==> config.mk <==
export PLATFORM = sky130hd
export DESIGN_NAME = miriscv_mem_arbiter
export DESIGN_NICKNAME = d
export VERILOG_FILES = /design/src/rtl/miriscv_arb_pkg.sv /design/src/rtl/miriscv_arb_pick2.sv /design/src/rtl/miriscv_mem_arbiter.sv
export SDC_FILE = /design/constraint.sdc
export NUM_CORES = 1
export LEC_CHECK = 0
export ABC_AREA = 0
export CAP_MARGIN = 40
export CORE_ASPECT_RATIO = 1.2
export CORE_MARGIN = 2
export CORE_UTILIZATION = 25
export CTS_BUF_LIST = sky130_fd_sc_hd__clkbuf_16
export CTS_CLUSTER_SIZE = 14
export DETAILED_ROUTE_END_ITERATION = 8
export PLACE_DENSITY = 0.65
export SETUP_SLACK_MARGIN = 0.02
export SYNTH_ARGS = -nofsm -noshare
export SYNTH_HDL_FRONTEND = slang
export SYNTH_SLANG_ARGS = --single-unit
==> constraint.sdc <==
create_clock -name clk_i -period 3.5 [get_ports clk_i]
set_input_delay 0.7 -clock clk_i [delete_from_list [all_inputs] [get_ports clk_i]]
set_output_delay 0.7 -clock clk_i [all_outputs]
set_load 0.01 [all_outputs]
==> src/rtl/miriscv_arb_pkg.sv <==
// Shared types and constants for the miriscv RAM arbiter.
package miriscv_arb_pkg;

    typedef enum logic [1:0] {ARB_IDLE, ARB_GRANT, ARB_RESP} arb_state_t;
    typedef enum logic {REQ_INSTR, REQ_DATA} arb_owner_t;

    localparam logic [3:0] ARB_BE_FULL = 4'b1111;

endpackage

==> src/rtl/miriscv_arb_pick2.sv <==
// Two-way winner selection between fetch and LSU.
// MIRISCV_ARB_RR_EN defined: round-robin with a last-grant register.
// MIRISCV_ARB_RR_EN undefined: fixed priority, DATA beats INSTR.
module miriscv_arb_pick2
    import miriscv_arb_pkg::*;
(
    input  logic       clk_i,
    input  logic       rst_i,
    input  logic       instr_req_i,
    input  logic       data_req_i,
    input  logic       grant_i,
    output arb_owner_t winner_o
);

`ifdef MIRISCV_ARB_RR_EN
    arb_owner_t last_q;

    // On contention the requester not granted last wins.
    always_comb begin
        winner_o = REQ_INSTR;
        if (instr_req_i && data_req_i)
            winner_o = (last_q == REQ_INSTR) ? REQ_DATA : REQ_INSTR;
        else if (data_req_i)
            winner_o = REQ_DATA;
    end

    // Remember who won each grant; reset to INSTR so first contention goes to DATA.
    always_ff @(posedge clk_i or posedge rst_i) begin
        if (rst_i)
            last_q <= REQ_INSTR;
        else if (grant_i)
            last_q <= winner_o;
    end
`else
    // Fixed priority needs no history; clock, reset and grant are not consumed.
    logic unused_pick;
    assign unused_pick = clk_i ^ rst_i ^ grant_i ^ instr_req_i;

    // DATA always beats INSTR.
    always_comb begin
        winner_o = data_req_i ? REQ_DATA : REQ_INSTR;
    end
`endif

endmodule

==> src/rtl/miriscv_mem_arbiter.sv <==
// Shares the single-port program/data RAM between fetch and LSU.
// Three-state access sequence IDLE -> GRANT -> RESP with registered mem_* outputs.
// Arbitration policy selected by MIRISCV_ARB_RR_EN (see miriscv_arb_pick2).
module miriscv_mem_arbiter
    import miriscv_arb_pkg::*;
#(
    parameter  int RAM_SIZE = 4096,
    localparam int AW       = $clog2(RAM_SIZE)
) (
    input  logic          clk_i,
    input  logic          rst_i,

    input  logic          instr_req_i,
    input  logic [31:0]   instr_addr_i,
    output logic          instr_ack_o,
    output logic [31:0]   instr_rdata_o,
    output logic          instr_err_o,

    input  logic          data_req_i,
    input  logic          data_we_i,
    input  logic [3:0]    data_be_i,
    input  logic [31:0]   data_addr_i,
    input  logic [31:0]   data_wdata_i,
    output logic          data_ack_o,
    output logic [31:0]   data_rdata_o,
    output logic          data_err_o,

    output logic          mem_req_o,
    output logic          mem_we_o,
    output logic [3:0]    mem_be_o,
    output logic [AW-1:0] mem_addr_o,
    output logic [31:0]   mem_wdata_o,
    input  logic [31:0]   mem_rdata_i
);

    arb_state_t  state_q;
    arb_owner_t  owner_q;
    logic        err_q;
    logic        mem_req_q;
    logic        mem_we_q;
    logic [3:0]  mem_be_q;
    logic [AW-1:0] mem_addr_q;
    logic [31:0] mem_wdata_q;

    arb_owner_t  winner;
    logic        any_req;
    logic        grant;
    logic        sel_data;
    logic [31:0] sel_addr;
    logic        sel_oor;
    logic        sel_we;
    logic [3:0]  sel_be;

    assign any_req = instr_req_i | data_req_i;
    assign grant   = (state_q == ARB_IDLE) && any_req;

    miriscv_arb_pick2 u_pick (
        .clk_i       (clk_i),
        .rst_i       (rst_i),
        .instr_req_i (instr_req_i),
        .data_req_i  (data_req_i),
        .grant_i     (grant),
        .winner_o    (winner)
    );

    // Winner's request fields and range check; fetch is always a full-word read.
    always_comb begin
        sel_data = (winner == REQ_DATA);
        sel_addr = sel_data ? data_addr_i : instr_addr_i;
        sel_oor  = (sel_addr >> (AW + 2)) != 32'd0;
        sel_we   = sel_data & data_we_i;
        sel_be   = sel_we ? data_be_i : ARB_BE_FULL;
    end

    // Byte offset bits never address the word-wide RAM.
    logic unused_addr;
    assign unused_addr = ^sel_addr[1:0];

    // Access sequencer: latch winner in IDLE, drive RAM for one cycle in GRANT, ack in RESP.
    always_ff @(posedge clk_i or posedge rst_i) begin
        if (rst_i) begin
            state_q     <= ARB_IDLE;
            owner_q     <= REQ_INSTR;
            err_q       <= 1'b0;
            mem_req_q   <= 1'b0;
            mem_we_q    <= 1'b0;
            mem_be_q    <= '0;
            mem_addr_q  <= '0;
            mem_wdata_q <= '0;
        end else begin
            case (state_q)
                ARB_IDLE: begin
                    if (any_req) begin
                        state_q     <= ARB_GRANT;
                        owner_q     <= winner;
                        err_q       <= sel_oor;
                        // Out-of-range accesses never touch the RAM.
                        mem_req_q   <= ~sel_oor;
                        mem_we_q    <= sel_we & ~sel_oor;
                        mem_be_q    <= sel_be;
                        mem_addr_q  <= sel_addr[AW+1:2];
                        mem_wdata_q <= sel_data ? data_wdata_i : 32'd0;
                    end
                end
                ARB_GRANT: begin
                    state_q   <= ARB_RESP;
                    mem_req_q <= 1'b0;
                    mem_we_q  <= 1'b0;
                end
                ARB_RESP: begin
                    state_q <= ARB_IDLE;
                end
                default: begin
                    state_q <= ARB_IDLE;
                end
            endcase
        end
    end

    assign mem_req_o   = mem_req_q;
    assign mem_we_o    = mem_we_q;
    assign mem_be_o    = mem_be_q;
    assign mem_addr_o  = mem_addr_q;
    assign mem_wdata_o = mem_wdata_q;

    // Responses decode from RESP and the owner; RAM data passes through unless errored.
    always_comb begin
        instr_ack_o   = (state_q == ARB_RESP) && (owner_q == REQ_INSTR);
        data_ack_o    = (state_q == ARB_RESP) && (owner_q == REQ_DATA);
        instr_err_o   = instr_ack_o & err_q;
        data_err_o    = data_ack_o & err_q;
        instr_rdata_o = (instr_ack_o && !err_q) ? mem_rdata_i : 32'd0;
        data_rdata_o  = (data_ack_o && !err_q) ? mem_rdata_i : 32'd0;
    end

endmodule

==> results.json <==
{
  "start_kind": "flop",
  "clkLatencyLatePin_ns": 0.29,
  "dpl.hpwl_um": 8590,
  "min_path_type": "reg -> reg",
  "yosys.area.top_type": "dfrtp_1",
  "final_common_cell": "clkdlybuf4s50_1",
  "layout_common_cells": "250 x clkdlybuf4s50_1, 66 x and2_1, 54 x dfrtp_1",
  "syn-instance-count": 254,
  "use_met3_pct": 6.77,
  "hold_viol_final": 0,
  "num_io_pins": 255,
  "crit_fanout": 18,
  "grt_max_degree": 55,
  "top_usage_layer": "met2",
  "first_iter_violations": 87,
  "ir_drop_mv": 0.293,
  "power_density_nw_per_um2": 549,
  "cp_data_arrival_time_ns": 2.28,
  "drv_cap": 0,
  "htreeDepth": 2,
  "cts.sinks": 54,
  "dp_slack_ns": 0.812,
  "yosysTopAreaCellShare_pct": 50.7,
  "vias": 2815,
  "grt_setup_unrepaired": "false",
  "synth-async-reset-ratio_pct": 100,
  "yosys-top-cells-area": "dfrtp_1 51%, and2_1 16%, a22o_1 11%",
  "use_met2_pct": 32.3,
  "fin_crit_sh_pct": 85.1,
  "synth_cell_types": 29,
  "ant_nets": 0,
  "dieHeight_um": 117,
  "tns_ns": 0,
  "grt_use_total_pct": 17.7,
  "end_kind": "output port",
  "vias_per_cell": 4.47,
  "dpl.cell_count": 621,
  "io_buffers": 250,
  "final_net_count": 636,
  "synth_area_um2": 2660,
  "worstMarginPinSlew_ns": 0.682,
  "power.leakage_nw": 2.27,
  "cts_inserted_buffers": 5,
  "start_util_pct": 25.5,
  "synth_edf_count": 0,
  "root_buffer": "clkbuf_16",
  "area_delta_synth_final_pct": 105,
  "post-cts-setup-buffer-count": 0,
  "synth_nets": 391,
  "finalPower_w": 0.00299,
  "finClkSkew_ns": 0.00359,
  "tritoncts": "done",
  "drcViolationCount": 0,
  "hold_buffers": 0,
  "use_met1_pct": 19.3,
  "cts_buffer_depth": 2,
  "drive_gt1_share_pct": 4.20,
  "finalWirelength_um": 10400,
  "crit_required_ns": 2.80,
  "synth_flop_cell": "dfrtp_1",
  "fp-row-count": 41,
  "firstDrtPassIters": 4,
  "syn_area_per_cell_um2": 10.5,
  "cts_resized": 0,
  "fillers": 991,
  "fin_ws_ns": 0.521,
  "grt_pass1_vias": 2737,
  "ys_ff_latch": 54,
  "max_freq_ghz": 0.336,
  "slew_violations": 0,
  "fin_cells": 630,
  "ff_latch_area_um2": 1350,
  "fin_hold_ws_ns": 0.471,
  "outcome": "finished, final reports clean",
  "overflow": 0,
  "multiInputGateArea_um2": 1190,
  "place_congestion": 0.836,
  "grt_pass1_wl_um": 15300,
  "antenna_found_initial": 3,
  "dieWidth_um": 98.2,
  "path_clk_slew_ns": 0.07,
  "coreArea_um2": 10500,
  "path_class": "reg -> out",
  "finalCriticalPeriod_ns": 2.98,
  "finalSetupViolations": 0,
  "max_slew_margin_pct": 54.5,
  "routedWlPerCell_um": 16.6,
  "die_area_um2": 11500,
  "yosysWarningCount": 0,
  "yosysSeqAreaShare_pct": 50.7
}
-- metal layers --
| metal | vias up | share of wire (%) |
|---|---|---|
| met5 | - | 0.29 |
| li1 | 1364 | - |
| met2 | 156 | 52 |
| met1 | 1279 | 37 |
| met4 | 4 | 1.2 |
| met3 | 12 | 9.7 |
-- registers in the layout (all words and copies together) (netlist names) --
register and count:
mem_we_o 1, mem_be_o 4, owner_q 1, mem_req_o 1, mem_addr_o 12, mem_wdata_o 32
err_q 1, state_q 2
-- layout make-up --
| class | count | share of cell area, % |
|---|---|---|
| Inverter | 4 | 0.276 |
| Sequential cell | 54 | 24.8 |
| Timing Repair Buffer | 256 | 47.0 |
| Multi-Input combinational cell | 178 | 21.9 |
| Clock inverter | 3 | 0.781 |
| Clock buffer | 5 | 2.30 |
| Antenna cell | 1 | 0.0459 |
| Tap cell | 129 | 2.96 |
-- path summary, 6_finish.rpt --
check	start	end	slack, ns	depth (start not counted)
setup / recovery	state_q[0]	instr_rdata_o[27]	0.52	5
hold / removal	mem_be_o[3]	mem_be_o[3]	0.47	2
setup reg to reg	state_q[0]	mem_wdata_o[15]	1.88	5
hold reg to reg	mem_be_o[3]	mem_be_o[3]	0.47	2
max in group asynchronous	rst_i	mem_wdata_o[5]	2.14	3
min in group asynchronous	rst_i	mem_wdata_o[30]	0.91	3
-- logic make-up after synthesis --
logic type	Yosys count	share of synthesized area (%)
multiplexers	12	4.51
flip-flops	54	50.7
AO/OA/AOI/OAI	55	15.5
buffers and inverters	22	4.84
AND/OR/NAND/NOR	111	24.4
-- synth_stat cells (3+ instances only) --
cell / number
a22o_1: 32
o21ai_0: 8
nor2_1: 3
and2_1: 66
nand2_1: 23
o21ai_1: 9
dfrtp_1: 54
mux2i_1: 12
nor4_1: 6
buf_4: 7
inv_1: 3
buf_2: 10
nand3_1: 3
-- per-stage QoR --
stage	area (µm²)	util, %
6_report	5450	52.1
5_1_grt	5450	52.0
4_1_cts	5450	52.0
3_5_place_dp	5280	50.4
3_3_place_gp	5280	50.4
2_1_floorplan	2660	-
-- where the power goes --
part,internal [W],switching (W)
Clock,0.000338,0.000230
Sequential,0.000890,0.000148
Combinational,0.000798,0.000589
-- worst max-delay path, cell delays in order (launching register included) --
cell and delay (ns):
dfrtp_1 0.42, nor3b_2 0.24, and2b_1 0.38, buf_4 0.26
and2_1 0.14, clkdlybuf4s50_1 0.54
Note: power is estimated with default switching activity, not from simulation.
